`config.mk`:
```
export PLATFORM = sky130hd
export DESIGN_NAME = btb_update_queue_flat
export DESIGN_NICKNAME = d
export VERILOG_FILES = /design/src/rtl/btb_update_queue_if.sv /design/src/rtl/btb_update_queue.sv /design/src/flat_wrapper.sv
export SDC_FILE = /design/constraint.sdc
export NUM_CORES = 1
export LEC_CHECK = 0
export CORE_AREA = 4 4 170 172
export DETAILED_ROUTE_END_ITERATION = 8
export DIE_AREA = 0 0 174 176
export PLACE_DENSITY = 0.76
export SYNTH_ARGS = -nofsm -noshare
export SYNTH_HDL_FRONTEND = slang
export SYNTH_SLANG_ARGS = --single-unit
```
`constraint.sdc`:
```
create_clock -name clk -period 5.4 [get_ports clk]
set_input_delay 1.62 -clock clk [delete_from_list [all_inputs] [get_ports clk]]
set_output_delay 1.62 -clock clk [all_outputs]
set_load 0.03 [all_outputs]
```
`src/rtl/btb_update_queue_if.sv`:
```
// Bus bundle between the branch/commit unit, fetch snoop and the BTB write port.
// The master side drives resolved branches and the snooped read; the slave side is the queue.
interface btb_update_queue_if;
  logic        br_valid;
  logic        br_taken;
  logic [31:0] br_pc;
  logic [31:0] br_target;
  logic        flush;
  logic        btb_rd;
  logic [31:0] btb_raddr;
  logic        btb_wr;
  logic [31:0] btb_waddr;
  logic [31:0] btb_din;
  logic        q_full;
  logic        q_empty;
  logic [15:0] drop_cnt;

  modport master (
    output br_valid, br_taken, br_pc, br_target, flush, btb_rd, btb_raddr,
    input  btb_wr, btb_waddr, btb_din, q_full, q_empty, drop_cnt
  );

  modport slave (
    input  br_valid, br_taken, br_pc, br_target, flush, btb_rd, btb_raddr,
    output btb_wr, btb_waddr, btb_din, q_full, q_empty, drop_cnt
  );
endinterface

```
`src/rtl/btb_update_queue.sv`:
```
// Queues taken branches and drains one per cycle into the BTB write port,
// deferring writes that hit the set fetch is reading, with a bounded stall.
module btb_update_queue #(
  parameter int unsigned DEPTH     = 4,
  parameter int unsigned STALL_MAX = 3,
  parameter int unsigned SET_W     = 4
) (
  input  logic               clk,
  input  logic               rst,
  btb_update_queue_if.slave  bus
);

  localparam int unsigned AW = $clog2(DEPTH);
  localparam int unsigned PW = AW + 1;
  localparam int unsigned SW = $clog2(STALL_MAX + 1);

  typedef struct packed {
    logic [31:0] pc;
    logic [31:0] tgt;
  } entry_t;

  entry_t        mem_q [DEPTH];
  logic [PW-1:0] wr_ptr_q, wr_ptr_d;
  logic [PW-1:0] rd_ptr_q, rd_ptr_d;
  logic [SW-1:0] stall_cnt_q, stall_cnt_d;
  logic [15:0]   drop_cnt_q, drop_cnt_d;

  logic          empty, full;
  logic          req, coalesce, accept, drop;
  logic          collision, deq;
  logic [AW-1:0] newest_idx;
  entry_t        head, newest;
  logic          unused_raddr_bits;

  // Queue status, head/newest lookup and the write/enqueue decisions
  always_comb begin
    empty      = (wr_ptr_q == rd_ptr_q);
    full       = (wr_ptr_q[AW-1:0] == rd_ptr_q[AW-1:0]) && (wr_ptr_q[AW] != rd_ptr_q[AW]);
    head       = mem_q[rd_ptr_q[AW-1:0]];
    newest_idx = wr_ptr_q[AW-1:0] - AW'(1);
    newest     = mem_q[newest_idx];

    collision  = bus.btb_rd && (bus.btb_raddr[2 +: SET_W] == head.pc[2 +: SET_W]);
    deq        = !empty && (!collision || (stall_cnt_q == SW'(STALL_MAX)));

    req        = bus.br_valid && bus.br_taken && !bus.flush;
    coalesce   = req && !empty && (newest.pc == bus.br_pc) && (newest.tgt == bus.br_target);
    accept     = req && !coalesce && (!full || deq);
    drop       = req && !coalesce && full && !deq;
  end

  // Next-state for pointers and counters; flush overrides everything but drop_cnt
  always_comb begin
    wr_ptr_d    = wr_ptr_q;
    rd_ptr_d    = rd_ptr_q;
    stall_cnt_d = stall_cnt_q;
    drop_cnt_d  = drop_cnt_q;

    if (accept) wr_ptr_d = wr_ptr_q + PW'(1);
    if (deq)    rd_ptr_d = rd_ptr_q + PW'(1);

    // Non-empty without a write can only mean a deferred collision
    if (deq || empty) stall_cnt_d = '0;
    else              stall_cnt_d = stall_cnt_q + SW'(1);

    if (drop && (drop_cnt_q != 16'hFFFF)) drop_cnt_d = drop_cnt_q + 16'd1;

    if (bus.flush) begin
      wr_ptr_d    = '0;
      rd_ptr_d    = '0;
      stall_cnt_d = '0;
    end
  end

  always_ff @(posedge clk or posedge rst) begin
    if (rst) begin
      wr_ptr_q    <= '0;
      rd_ptr_q    <= '0;
      stall_cnt_q <= '0;
      drop_cnt_q  <= '0;
    end else begin
      wr_ptr_q    <= wr_ptr_d;
      rd_ptr_q    <= rd_ptr_d;
      stall_cnt_q <= stall_cnt_d;
      drop_cnt_q  <= drop_cnt_d;
    end
  end

  // Entry storage needs no reset: contents are only visible while non-empty
  always_ff @(posedge clk) begin
    if (accept) mem_q[wr_ptr_q[AW-1:0]] <= '{pc: bus.br_pc, tgt: bus.br_target};
  end

  assign bus.btb_wr    = deq;
  assign bus.btb_waddr = empty ? 32'd0 : head.pc;
  assign bus.btb_din   = empty ? 32'd0 : head.tgt;
  assign bus.q_full    = full;
  assign bus.q_empty   = empty;
  assign bus.drop_cnt  = drop_cnt_q;

  assign unused_raddr_bits = ^{bus.btb_raddr[31:2+SET_W], bus.btb_raddr[1:0]};

endmodule

```
`src/flat_wrapper.sv`:
```
// flat-port wrapper written by rule: the top's interface ports become plain ports
module btb_update_queue_flat 
#(
  parameter int unsigned DEPTH     = 4,
  parameter int unsigned STALL_MAX = 3,
  parameter int unsigned SET_W     = 4
)
  (clk, rst, bus_br_valid, bus_br_taken, bus_br_pc, bus_br_target, bus_flush, bus_btb_rd, bus_btb_raddr, bus_btb_wr, bus_btb_waddr, bus_btb_din, bus_q_full, bus_q_empty, bus_drop_cnt);
  btb_update_queue_if bus_i ();
  input  logic clk;
  input  logic rst;
  input wire logic [$bits(bus_i.br_valid)-1:0] bus_br_valid;
  input wire logic [$bits(bus_i.br_taken)-1:0] bus_br_taken;
  input wire logic [$bits(bus_i.br_pc)-1:0] bus_br_pc;
  input wire logic [$bits(bus_i.br_target)-1:0] bus_br_target;
  input wire logic [$bits(bus_i.flush)-1:0] bus_flush;
  input wire logic [$bits(bus_i.btb_rd)-1:0] bus_btb_rd;
  input wire logic [$bits(bus_i.btb_raddr)-1:0] bus_btb_raddr;
  output wire logic [$bits(bus_i.btb_wr)-1:0] bus_btb_wr;
  output wire logic [$bits(bus_i.btb_waddr)-1:0] bus_btb_waddr;
  output wire logic [$bits(bus_i.btb_din)-1:0] bus_btb_din;
  output wire logic [$bits(bus_i.q_full)-1:0] bus_q_full;
  output wire logic [$bits(bus_i.q_empty)-1:0] bus_q_empty;
  output wire logic [$bits(bus_i.drop_cnt)-1:0] bus_drop_cnt;
  assign bus_i.br_valid = bus_br_valid;
  assign bus_i.br_taken = bus_br_taken;
  assign bus_i.br_pc = bus_br_pc;
  assign bus_i.br_target = bus_br_target;
  assign bus_i.flush = bus_flush;
  assign bus_i.btb_rd = bus_btb_rd;
  assign bus_i.btb_raddr = bus_btb_raddr;
  assign bus_btb_wr = bus_i.btb_wr;
  assign bus_btb_waddr = bus_i.btb_waddr;
  assign bus_btb_din = bus_i.btb_din;
  assign bus_q_full = bus_i.q_full;
  assign bus_q_empty = bus_i.q_empty;
  assign bus_drop_cnt = bus_i.drop_cnt;
  btb_update_queue #(.DEPTH(DEPTH), .STALL_MAX(STALL_MAX), .SET_W(SET_W)) u_core (.clk(clk), .rst(rst), .bus(bus_i));
endmodule
```
* After elaboration in Yosys (flattened, before gate mapping)
Memory sizes are Yosys's and may differ from the RTL's. Index checks and enable logic that the tools add are counted.
Storage, ports and cells: bits of input ports 102, register bits 24, memories kept 1, bits in writable memories 256, output and inout bits 83
Memories:
- u_core.mem_q | depth 4, width 64, rd ports 2, clocked after Yosys merged registers in 0, wr ports 1, line btb_update_queue.sv:22 | entry_t mem_q [DEPTH];
Cells by class: add/sub/neg operators 5, eq/ne operators 8, reductions and logical operators 24, muxes and demuxes 10
Operator list (count):
- 32-bit equality test | 2
- 32-bit two-way mux | 2
- 16-bit by 1-bit adder with 16-bit output, second input constant | 1
- 16-bit inequality test, second input constant | 1
- 1-bit logical AND | 13
- 3-bit two-way mux | 4
- 3-bit by 1-bit adder with 3-bit output, second input constant | 2
- 1-bit zero test | 6
- 4-bit equality test | 1
- 2-bit two-way mux | 2
- 2-bit nonzero test | 2
- 3-bit equality test | 1
- 1-bit logical OR | 3
- 2-bit by 1-bit adder with 2-bit output, second input constant | 1
- 2-bit equality test | 1
- 2-bit equality test, second input constant | 1
- 1-bit two-way mux | 2
- 2-bit by 1-bit subtractor with 2-bit output, second input constant | 1
- 1-bit inequality test | 1

* Depth between registers and ports, before layout
depth in word-level cells 10, mapped depth 20, mapped depth without buffers 10

* Least setup slack after synthesis
Ideal clock, no wire load.
path kind flip-flop to flip-flop, start point register u_core.wr_ptr_q[0], end point memory u_core.mem_q[3][0] (netlist name) (enable), required time 4.969 ns, setup time 0.431 ns, stages on the path, launching flop included 17, clock period less this slack 5.301 ns, setup slack 0.099 ns, data arrival time 4.871 ns, cells stage by stage dfrtp_1 > buf_6 > buf_4 > buf_2 > inv_1 > clkbuf_1 > ha_1 > buf_2 > buf_2 > buf_2 > buf_2 > mux4_2 > xnor2_1 > o2111ai_1 > nor4_1 > nand4_1 > and3_1
On the way: longest elaborated chain between the ends 10, elaborated cells between the ends (all ways) 19, classes of those cells 1 x add/sub; 4 x eq/ne; 2 x mux; 11 x reduce/logical; 1 x memory
RTL lines:
- start: declaration | line btb_update_queue.sv:23 | logic [PW-1:0] wr_ptr_q, wr_ptr_d;
- start signal: assignment | line btb_update_queue.sv:82 | wr_ptr_q <= wr_ptr_d;
- 2-bit by 1-bit subtractor with 2-bit output / 3-bit equality test (equally long branches) | line btb_update_queue.sv:40, btb_update_queue.sv:37
- memory 4 x 64 bit / 1-bit zero test (equally long branches)
- 32-bit equality test / 1-bit logical AND (equally long branches) | line btb_update_queue.sv:47 | coalesce = req && !empty && (newest.pc == bus.br_pc) && (newest.tgt == bus.br_target);
- 1-bit logical AND (2 in a row) | line btb_update_queue.sv:47
- 1-bit zero test | line btb_update_queue.sv:48 | accept = req && !coalesce && (!full || deq);
- 1-bit logical AND (2 in a row) | line btb_update_queue.sv:48
- 1-bit two-way mux | line btb_update_queue.sv:91 | if (accept) mem_q[wr_ptr_q[AW-1:0]] <= '{pc: bus.br_pc, tgt: bus.br_target};
- 1-bit two-way mux (not written as such) | line btb_update_queue.sv:91
- end: declaration | line btb_update_queue.sv:22
Several ways; a longest one is shown, not always the timed one.

* Worst setup path in the final report
start point input bus_btb_raddr[4], end point output bus_btb_wr
On the way: longest elaborated chain between the ends 5
RTL lines:
- start: declaration | line flat_wrapper.sv:18 | input wire logic [$bits(bus_i.btb_raddr)-1:0] bus_btb_raddr;
- 4-bit equality test | line btb_update_queue.sv:43 | collision = bus.btb_rd && (bus.btb_raddr[2 +: SET_W] == head.pc[2 +: SET_W]);
- 1-bit logical AND | line btb_update_queue.sv:43
- 1-bit zero test | line btb_update_queue.sv:44 | deq = !empty && (!collision || (stall_cnt_q == SW'(STALL_MAX)));
- 1-bit logical OR | line btb_update_queue.sv:44
- 1-bit logical AND | line btb_update_queue.sv:44
- end: declaration | line flat_wrapper.sv:19 | output wire logic [$bits(bus_i.btb_wr)-1:0] bus_btb_wr;
Every way passes these cells.

==> impl_metrics.yaml <==
critical_path:
  slowest_stage: "nor4b_1"
  critPathTopFamily: "simple AND/OR/NAND/NOR gates"
  reg2reg_depth: 12
  end_kind: "primary output"
  rrSetupSlack_ps: 1170
  crit_buf_inv: 2
  required_ps: 3780
  rr_endpoint: "u_core.mem_q[2][48]$_DFFE_PP_"
  crit_path_cell_trace: "clkdlybuf4s50_1 > xnor2_1 > nand3_1 > nor4b_1 > nor2_1 > buf_4"
  arrival_ps: 3490
  cp.depth: 6
  path_max_fanout: 4
  r2r_start: "u_core.wr_ptr_q[0]$_DFFE_PP0P_"
  slowest_delay_ps: 560
  crit_type: "in2out"
  start_kind: "primary input"
yosys:
  ys_ff_latch: 280
  syn-cell-area_um2: 13500
  syn_avg_cell_area_um2: 17.4
  synth_edf_count: 256
  synth_cell_types: 50
  synthesis.nets: 885
  synth_cells: 776
  synth_seq_area_share_pct: 61.3
  synth-warning-count: 0
  synth_flop_cell: "edfxtp_1"
  postSynth.asyncResetShare_pct: 8.57
routing:
  wl_per_cell_um: 23.6
  drtPass1Iterations: 5
  drc: 0
  via_per_inst: 5.97
  drtAntennaViolNets: 0
  vias: 7866
  drt_iter0_drc: 613
  routed_wirelength_um: 31200
floorplanning:
  rows: 61
  start_util_pct: 49.2
  die-area_um2: 30600
  coreArea_um2: 27500
  ios: 185
  die_x_um: 174
  die_h_um: 176
timing:
  rsz0062_at_grt: "false"
  maxSlewHeadroom_pct: 38.1
  setup_viol: 0
  fin_worst_skew_ps: 8.99
  slew_violations: 0
  min_period_over_period_pct: 94.5
  max_freq_mhz: 196
  fin_setup_tns_ps: 0
  hold_viol: 0
  min_period_ps: 5110
  tightest_slew_ps: 927
clock_network:
  clock_sinks: 280
  ctsHoldBuffers: 0
  cts_tree: "done"
  clockBufferDepth: 3
  post_cts_buffers: 0
  htree_levels: 1
  path_clk_slew_ps: 60
  cts_root_buf: "clkbuf_16"
  cts_buffers: 30
  insertion_delay_ps: 540
  ctsResizeCount: 0
layout:
  diodes: 0
  fillers: 1998
  mostFrequentLayoutCell: "edfxtp_1"
  syn2layout_area_growth_pct: 23.2
  most-common-layout-cells: "edfxtp_1 (256), clkdlybuf4s50_1 (155), mux4_2 (108), nor2b_1 (65), xnor2_1 (53)"
  drive_gt1_share_pct: 19.5
  layout.nets: 1058
  instances_no_fill: 1318
power:
  power_leakage_nw: 5.36
  p_int_mw: 4.45
  comb_power_share_pct: 28.0
  clockPowerShare_pct: 33.1
  p_sw_share_pct: 28.5
  ir_drop_uv: 316
  power.switching_mw: 1.78
  pwr-share-seq_pct: 38.9
  powerDensity_nw_per_um2: 374
min_path:
  hp-start: "u_core.stall_cnt_q[0]$_DFF_PP0_"
  hold_depth: 1
  hold_path_class: "reg2reg"
  min_to: "u_core.stall_cnt_q[0]$_DFF_PP0_"
global_route:
  grtUsageTotal_pct: 20.2
  grt_pass1_vias: 8277
  grt_pass1_wl_um: 48100
  grt_max_degree: 67
  antenna_found_initial: 2
  grt_overflow: 0
job:
  drv_cap: 0
placement:
  post-place-cells: 1263
  dpl.hpwl_um: 20200
  gp_congestion: 0.773
  io_buffer_count: 156
status:
  status: "completed"
-- layer usage --
layer	vias to the layer above	GRT usage [%]	wire [um]
li1	3466	-	-
met1	4023	27.3	12800
met2	324	34.2	15500
met3	49	4.00	2130
met4	4	4.82	654
met5	-	0	22
-- layout make-up --
cell class,count,area [um2],area share [%]
Clock inverter,11,154,0.924
Timing Repair Buffer,183,1900,11.4
Sequential cell,280,8300,49.8
Inverter,12,45.0,0.270
Multi-Input combinational cell,442,4990,29.9
Tap cell,346,433,2.60
Clock buffer,44,845,5.07
-- per-stage QoR --
stage	setup slack, ps	cell area [um2]	power (mW)	utilization [%]	hold slack, ps
finish	295	16700	6.23	60.6	434
global route	141	16700	6.47	60.6	472
CTS	318	16700	6.31	60.6	436
detailed placement	333	15700	4.24	57.0	426
global placement	367	15700	4.23	57.0	422
floorplan	98.5	13500	3.55	-	408
-- power by group through the flow --
stage	combinational [mW]	clock (mW)	sequential [mW]
final	1.74	2.06	2.42
after global routing	1.86	2.19	2.43
after CTS	1.78	2.10	2.42
after detailed placement	1.77	0	2.47
after global placement	1.76	0	2.47
after floorplan	1.10	0	2.45
-- worst max-delay path by stage --
stage	slack [ps]	startpoint	end
2_1_floorplan	100	u_core.wr_ptr_q[0]$_DFFE_PP0P_	u_core.mem_q[3][0]$_DFFE_PP_
3_3_place_gp	370	bus_btb_raddr[4]	bus_btb_wr
3_5_place_dp	330	bus_btb_raddr[3]	bus_btb_wr
4_1_cts	320	bus_btb_raddr[4]	bus_btb_wr
5_1_grt	140	bus_btb_raddr[4]	bus_btb_wr
6_report	290	bus_btb_raddr[4]	bus_btb_wr
-- cell usage after synthesis, types with 6 or more instances --
cell / number / area (um2)
clkbuf_1: 16 / 60.1
inv_1: 12 / 45.0
mux4_1: 6 / 158
dfrtp_1: 24 / 601
xnor2_1: 53 / 464
buf_1: 7 / 26.3
nand3_1: 11 / 55.1
mux2i_1: 36 / 360
nand4_1: 14 / 87.6
nand2_1: 21 / 78.8
nor2_1: 20 / 75.1
xor2_1: 23 / 201
a21oi_1: 11 / 55.1
and3_1: 9 / 56.3
nor2b_1: 65 / 407
nor3_1: 10 / 50.1
buf_2: 13 / 65.1
mux4_2: 108 / 2430
edfxtp_1: 256 / 7690
ha_1: 7 / 87.6
-- sequential cells by signal (all words and copies together) (netlist names) --
name                 count
u_core.rd_ptr_q          3
u_core.stall_cnt_q       2
u_core.bus.drop_cnt     16
u_core.wr_ptr_q          3
u_core.mem_q           256
-- cell families after synthesis --
kind of cell,after synthesis,synth area share (%)
compound gates,36,2.04
simple gates,172,7.21
flops,280,61.3
mux,151,21.9
buf+inv,54,1.99
fa+ha+maj,7,0.647
xor+xnor,76,4.92
(Power assumes the default switching activity.)
